File: config.mk
export PLATFORM = sky130hd
export DESIGN_NAME = image_rom_arbiter
export DESIGN_NICKNAME = d
export VERILOG_FILES = /design/src/rtl/image_rom_arbiter.sv
export SDC_FILE = /design/constraint.sdc
export NUM_CORES = 1
export LEC_CHECK = 0
export BUFFER_PORTS_ARGS = -buffer_cell sky130_fd_sc_hd__buf_4
export CAP_MARGIN = 10
export CORE_ASPECT_RATIO = 1.4
export CORE_MARGIN = 2
export CORE_UTILIZATION = 30
export CTS_CLUSTER_SIZE = 40
export DETAILED_ROUTE_END_ITERATION = 12
export HOLD_SLACK_MARGIN = 0.03
export PLACE_DENSITY_LB_ADDON = 0.2
export SYNTH_ARGS = -nofsm -noshare
export SYNTH_HDL_FRONTEND = slang
export SYNTH_SLANG_ARGS = --single-unit
File: constraint.sdc
create_clock -name i_pclk -period 1.2 [get_ports i_pclk]
set_input_delay 0.12 -clock i_pclk [delete_from_list [all_inputs] [get_ports i_pclk]]
set_output_delay 0.12 -clock i_pclk [all_outputs]
set_load 0.02 [all_outputs]
File: src/rtl/image_rom_arbiter.sv
// Two-port arbiter in front of the single synchronous-read port of image_rom.
// Define ARB_STARVE_GUARD_EN to enable the aux starvation counter and forced aux grant.
module image_rom_arbiter #(
  parameter int ADDR_W     = 12,
  parameter int DATA_W     = 12,
  parameter int ROM_LAT    = 1,
  parameter int STARVE_MAX = 15
) (
  input  logic              i_pclk,
  input  logic              i_rst,
  input  logic              i_disp_req,
  input  logic [ADDR_W-1:0] i_disp_addr,
  output logic [DATA_W-1:0] o_disp_rgb,
  output logic              o_disp_valid,
  output logic              o_disp_miss,
  input  logic              i_aux_req,
  input  logic [ADDR_W-1:0] i_aux_addr,
  output logic              o_aux_gnt,
  output logic [DATA_W-1:0] o_aux_rgb,
  output logic              o_aux_valid,
  output logic [ADDR_W-1:0] o_rom_addr,
  input  logic [DATA_W-1:0] i_rom_rgb
);

  typedef enum logic [1:0] {
    TAG_NONE = 2'd0,
    TAG_DISP = 2'd1,
    TAG_AUX  = 2'd2,
    TAG_MISS = 2'd3
  } tag_t;

  logic                   w_force;
  logic                   w_aux_gnt;
  logic                   w_disp_gnt;
  tag_t                   w_tag_in;
  logic [ROM_LAT:0][1:0]  r_tag;
  logic [ADDR_W-1:0]      r_rom_addr;
  logic [DATA_W-1:0]      r_disp_rgb;
  logic [DATA_W-1:0]      r_aux_rgb;
  logic                   r_disp_valid;
  logic                   r_aux_valid;
  logic                   r_disp_miss;

`ifdef ARB_STARVE_GUARD_EN
  logic [7:0] r_starve_cnt;

  assign w_force = i_aux_req && (r_starve_cnt == 8'(STARVE_MAX));

  always_ff @(posedge i_pclk) begin
    if (!i_rst)
      r_starve_cnt <= 8'd0;
    else if (!i_aux_req || w_aux_gnt)
      r_starve_cnt <= 8'd0;
    else if (r_starve_cnt != 8'(STARVE_MAX))
      r_starve_cnt <= r_starve_cnt + 8'd1;
  end
`else
  assign w_force = 1'b0;
`endif

  // Grants are masked during reset so nothing enters the pipe then.
  assign w_aux_gnt  = i_rst && i_aux_req && (!i_disp_req || w_force);
  assign w_disp_gnt = i_rst && i_disp_req && !w_force;
  assign o_aux_gnt  = w_aux_gnt;

  always_comb begin
    w_tag_in = TAG_NONE;
    if (w_aux_gnt)
      w_tag_in = i_disp_req ? TAG_MISS : TAG_AUX;
    else if (w_disp_gnt)
      w_tag_in = TAG_DISP;
  end

  always_ff @(posedge i_pclk) begin
    if (!i_rst) begin
      r_rom_addr <= '0;
      r_tag      <= '0;
    end else begin
      if (w_aux_gnt)
        r_rom_addr <= i_aux_addr;
      else if (w_disp_gnt)
        r_rom_addr <= i_disp_addr;
      r_tag[0] <= w_tag_in;
      for (int i = 1; i <= ROM_LAT; i++)
        r_tag[i] <= r_tag[i-1];
    end
  end

  // The tag at the pipe tail lines up with i_rom_rgb for the same read.
  always_ff @(posedge i_pclk) begin
    if (!i_rst) begin
      r_disp_rgb   <= '0;
      r_aux_rgb    <= '0;
      r_disp_valid <= 1'b0;
      r_aux_valid  <= 1'b0;
      r_disp_miss  <= 1'b0;
    end else begin
      r_disp_valid <= 1'b0;
      r_aux_valid  <= 1'b0;
      r_disp_miss  <= 1'b0;
      case (r_tag[ROM_LAT])
        TAG_DISP: begin
          r_disp_rgb   <= i_rom_rgb;
          r_disp_valid <= 1'b1;
        end
        TAG_AUX: begin
          r_aux_rgb   <= i_rom_rgb;
          r_aux_valid <= 1'b1;
        end
        TAG_MISS: r_disp_miss <= 1'b1;
        default: ;
      endcase
    end
  end

  assign o_rom_addr   = r_rom_addr;
  assign o_disp_rgb   = r_disp_rgb;
  assign o_aux_rgb    = r_aux_rgb;
  assign o_disp_valid = r_disp_valid;
  assign o_aux_valid  = r_aux_valid;
  assign o_disp_miss  = r_disp_miss;

endmodule

==> run_results.csv, run 1 <==
group,metric,value,unit
synthesis,yosysSeqAreaShare,53.5,%
grt,overflow,0,
cts,ctsHtreeMaxLevel,2,
critical_path,cp-start-kind,"register",
cts,cts_tree,"yes",
pwr,p_int,0.00211,W
routing,wl_per_cell,11.7,um
timing,finalHoldViolCount,0,
final_layout,finalNetCount,295,
pwr,seqPwrFrac,53.6,%
final_layout,nFillCells,551,
grt,grt_use_met3,4.61,%
final_layout,multiInputGateArea,681,sq um
timing,post-route-period-util,83.8,%
grt,grt_max_degree,31,
cts,clk_latency,290,ps
die,die_h,90.7,um
routing,vias,1427,
die,coreArea,5160,sq um
synthesis,syn_area_per_cell,9.15,sq um
pwr,finalPower,0.00282,W
pwr,share_comb_of_total_power,14.8,%
place,place.port_buffers,79,
routing,drc,0,
synthesis,synthesis.nets,216,
cts,cts_setup_buffers,0,
critical_path,endpoint_kind,"register",
timing,fin_crit,1010,ps
pwr,clkPwrFrac,31.5,%
grt,grtUsageTotal,13.1,%
cts,clockRootBuffer,"clkbuf_8",
grt,grt_pass1_vias,1356,
cts,clock-sinks,43,
routing,ant_nets,0,
final_layout,syn_to_final_growth,46.3,%
hold_path,min_path_type,"in -> reg",
die,dieArea,5980,sq um
critical_path,critPathKind,"reg -> reg",
flow_run,max_cap_viol_count,0,
timing,fin_skew,3.19,ps
die,start_util,31.2,%
synthesis,ys_types,13,
outcome,status,"completed",
final_layout,drive_gt1_share,36.3,%
pwr,sw_frac_of_total,25.2,%
cts,clk_pin_slew,80,ps
timing,finalSetupViolCount,0,
cts,cts_buffers,5,
die,fp.dieW,65.9,um
critical_path,crit_path_max_fanout,13,
pwr,power.switching,0.000712,W
routing,drt-pass1-iter-count,2,
timing,tightest_slew,262,ps
die,io_pins,80,
die,num_rows,31,
timing,slew_headroom,82.6,%
cts,cts_buffer_depth,2,
grt,antenna_found_initial,0,
pwr,power.density,1200,nW/um^2
timing,maxSlewViolCount,0,
critical_path,worstPathArrival,1220,ps
synthesis,synth-seq-cells,43,
critical_path,cp.required,1420,ps
grt,grt_pass1_wl,6150,um
routing,wl,3780,um
synthesis,synth_area,1610,sq um
final_layout,regArea,861,sq um
grt,use_met1,14.7,%
pwr,p_leak,1.05,nW
routing,viasPerCell,4.43,
place,hpwl,2790,um
pwr,ir_drop,0.694,mV
grt,grt.busiest_layer,"met2",
timing,rsz0062_at_grt,"no",
synthesis,syn_inst,176,
timing,fmax,994,MHz
place,place.gp.congestion,0.697,
final_layout,antennaDiodeCount,0,
routing,drt_iter0_drc,102,
grt,grtUsageMet2,22.6,%
synthesis,yosys_warnings,0,
timing,setup-tns-final,0,ps
## metrics by stage
stage	worst slack [ps]	cell area [sq um]	hold slack, ps	util, %	std cells
after detailed placement	22.5	2270	347	44.0	314
final	194	2360	47.6	45.7	322
after global placement	87.1	2270	332	44.0	314
after global routing	32.9	2360	50.1	45.7	322
after CTS	15.7	2350	38.3	45.6	322
after floorplan	244	1610	242	-	176
## path summary, 6_finish.rpt
| path | start | to | slack, ps | depth (start not counted) |
|---|---|---|---|---|
| worst max-delay path | r_tag[3] | o_disp_rgb[1] | 190 | 3 |
| worst min-delay path | i_disp_req | r_tag[0] | 50 | 2 |
| worst max register to register | r_tag[3] | o_disp_rgb[1] | 190 | 3 |
| worst min register to register | r_tag[1] | r_tag[3] | 440 | 1 |
## registers in the layout (all words and copies together) (netlist names)
| name | cells |
|---|---|
| o_disp_valid | 1 |
| o_disp_rgb | 12 |
| o_aux_rgb | 12 |
| o_aux_valid | 1 |
| r_tag | 4 |
| o_rom_addr | 12 |
| o_disp_miss | 1 |
## layout make-up
class,instances,share of cell area [%]
clock inverters,2,0.531
repair buffers,84,27.3
multi-input cells,120,28.9
well taps,66,3.51
inverters,1,0.159
flip-flops and latches,43,36.5
clock buffers,6,3.08
## routing by layer
layer	vias to the layer above	routed length [um]
li1	737	-
met1	616	1550
met2	69	1790
met3	5	398
met4	0	38
met5	-	0
## power by group through the flow
stage	logic, W	clock network [W]	registers (W)
global route	0.000459	0.000994	0.00152
detailed placement	0.000427	0	0.00155
global placement	0.000423	0	0.00155
finish	0.000419	0.000889	0.00151
floorplan	0.000137	0	0.00161
CTS	0.000427	0.000937	0.00152
## worst max-delay path, stage by stage (launching register included)
cell and delay (ps):
dfxtp_1 330, and2b_2 380, nand2_1 80, a21boi_0 140
## Yosys cell counts (all sizes together)
cell type | number | share of area, %
a21boi | 24 | 11
a21oi | 12 | 3.7
and2 | 5 | 1.9
and2b | 2 | 0.93
and3 | 3 | 1.2
buf | 6 | 2.8
clkbuf | 6 | 1.4
dfxtp | 43 | 53
inv | 1 | 0.23
mux2i | 12 | 7.5
nand2 | 48 | 11
nand2b | 2 | 0.78
o21ai | 12 | 3.7
## what timing repair did
item / CTS / global route
hold buffers: 0 / 0
resized for setup: 0 / 2
setup endpoints to repair: 0 / 24
## cells in the final DEF, fill, tap and decap left out
master	synthesis	final
a21oi_1	12	12
clkbuf_8	0	5
mux2i_1	12	12
buf_12	0	1
clkinv_2	0	1
a21boi_0	24	24
inv_1	1	1
nand2b_1	2	2
and3_1	3	3
clkinvlp_4	0	1
nand2_1	48	48
and2b_2	0	2
buf_4	6	83
dfxtp_1	43	43
o21ai_0	12	12
and2_1	5	5
clkbuf_1	6	1
## cells by family (layout without fill, tap and decap cells)
logic type | Yosys count | after routing | synth area share (%)
AO/OA/AOI/OAI | 48 | 48 | 18.6
buffers and inverters | 13 | 93 | 4.43
flip-flops | 43 | 43 | 53.5
multiplexers | 12 | 12 | 7.46
AND/OR/NAND/NOR | 60 | 60 | 16.0
Power figures use the tool's default switching activity.
==> inputs of run 2 (changes only) <==
Clock period 1.2 ns to 0.9 ns, I/O delays scaled along.
==> run_results.csv, run 2 (synthesized netlist as in run 1, its figures left out) <==
group,metric,value,unit
critical_path,worstPathArrival,1170,ps
final_layout,final_cell_mix,"buf_4 (83), nand2_1 (45), a21boi_1 (24)",
outcome,status,"finished, violations left",
timing,tightest_slew,247,ps
critical_path,r2r_slack,-90,ps
place,place.port_buffers,79,
routing,wl_per_cell,11.8,um
critical_path,rr_endpoint,"o_aux_rgb[1]",
cts,cts_buffers,5,
critical_path,timing.rr.start,"r_tag[2]",
critical_path,crit_path_max_fanout,6,
die,dieArea,5980,sq um
final_layout,drive_gt1_share,46.0,%
grt,grt_pass1_wl,6600,um
critical_path,endpoint_kind,"register",
routing,drc,0,
grt,antenna_found_initial,0,
hold_path,min_to,"o_aux_rgb[3]",
grt,grt_pass1_vias,1508,
routing,drt-pass1-iter-count,4,
die,fp.dieW,65.9,um
timing,finalSetupViolCount,26,
cts,clock-sinks,43,
die,die_h,90.7,um
critical_path,critPathKind,"reg -> reg",
timing,maxSlewViolCount,0,
cts,clk_pin_slew,80,ps
timing,fin_ws,-86.4,ps
final_layout,fin_util,48.9,%
timing,fmax,1010,MHz
cts,cts_buffer_depth,2,
critical_path,cp-start-kind,"register",
die,io_pins,80,
routing,wl,3870,um
pwr,ir_drop,0.766,mV
critical_path,cp.required,1090,ps
pwr,power.density,1610,nW/um^2
die,start_util,31.2,%
grt,grtUsageTotal,13.8,%
final_layout,finalNetCount,301,
routing,vias,1486,
timing,post-route-period-util,110,%
timing,slew_headroom,83.6,%
timing,rsz0062_at_grt,"yes",
grt,overflow,0,
timing,finalHoldViolCount,0,
routing,viasPerCell,4.54,
final_layout,syn_to_final_growth,56.6,%
hold_path,min_path_type,"in -> reg",
grt,grt_max_degree,29,
critical_path,r2r.worst_path.cells,4,
pwr,finalPower,0.00406,W
place,place.gp.congestion,0.677,
die,num_rows,31,
timing,fin_skew,3.13,ps
cts,clockRootBuffer,"clkbuf_8",
critical_path,worstSetupStartpoint,"r_tag[2]",
final_layout,layout_commonest_cell,"buf_4",
cts,cts_setup_buffers,0,
routing,ant_nets,0,
hold_path,hold_depth,3,
die,coreArea,5160,sq um
flow_run,max_cap_viol_count,0,
outcome,violations,"negative setup slack",
place,hpwl,2920,um
final_layout,antennaDiodeCount,0,
cts,cts_tree,"yes",
routing,drt_iter0_drc,70,
timing,fin_crit,986,ps
pwr,p_leak,1.14,nW
cts,clk_latency,290,ps
hold_path,hp-start,"i_rom_rgb[3]",
cts,ctsHtreeMaxLevel,2,
==> run 2: cell types whose count changed in the layout (fill, tap and decap cells not counted), moves of 3 or more <==
cell	previous run	this run
a21boi_0	24	0
a21boi_1	0	24
dfxtp_1	43	23
dfxtp_2	0	20
buf_12	1	5
nand2_1	48	45
nand2_2	0	3
==> run 2: stage by stage <==
stage / area [sq um] / worst slack (ps) / hold slack (ps) / cells / TNS, ps
CTS: 2460 / -50.5 / 40.3 / 326 / -940
floorplan: 1620 / -13.5 / 212 / 176 / -26.6
global route: 2520 / -125 / 39.8 / 327 / -2840
finish: 2520 / -86.4 / 43.0 / 327 / -1150
detailed placement: 2350 / -53.2 / 313 / 318 / -641
global placement: 2350 / -23.1 / 303 / 318 / -130
==> run 2: routing by layer <==
layer	track usage, %	vias to the layer above	part of all wire [%]
li1	-	749	-
met1	15.2	666	41
met2	24.8	67	49
met3	4.49	4	8.8
met4	3.65	0	1.1
met5	0	-	0
==> run 2: area by class of cell <==
class	count	area [sq um]
repair buffers	90	758
clock buffers	6	72.6
flip-flops and latches	43	886
well taps	66	82.6
multi-input cells	120	689
clock inverters	1	30.0
fillers	529	2640
inverters	1	3.75
==> run 2: worst max-delay path by stage <==
stage / endpoint / slack (ps) / depth (start not counted)
detailed placement: o_disp_rgb[0] / -50 / 4
CTS: o_disp_valid / -50 / 3
global placement: o_disp_valid / -20 / 3
floorplan: o_disp_valid / -10 / 3
finish: o_aux_rgb[1] / -90 / 4
global route: o_aux_rgb[1] / -130 / 4
==> run 2: what timing repair did <==
item | CTS | global route
endpoints found under the hold margin | 1 | 0
pin swaps | 0 | 2
cloned | 0 | 1
setup endpoints to repair | 26 | 46
hold buffers | 1 | 0
resized for setup | 6 | 23
==> run 2: report_power, final <==
group / total, W / switching (W) / leakage (nW) / internal (W)
logic: 0.000605 / 0.000277 / 0.729 / 0.000327
clock network: 0.00143 / 0.000612 / 0.0513 / 0.000813
registers: 0.00203 / 0.0000387 / 0.359 / 0.00199
==> run 2: worst max-delay path, stage by stage, from the launching register on <==
cell and delay, ps:
dfxtp_2 350, and2b_2 260, clkbuf_16 170, nand2_1 70
a21boi_1 50
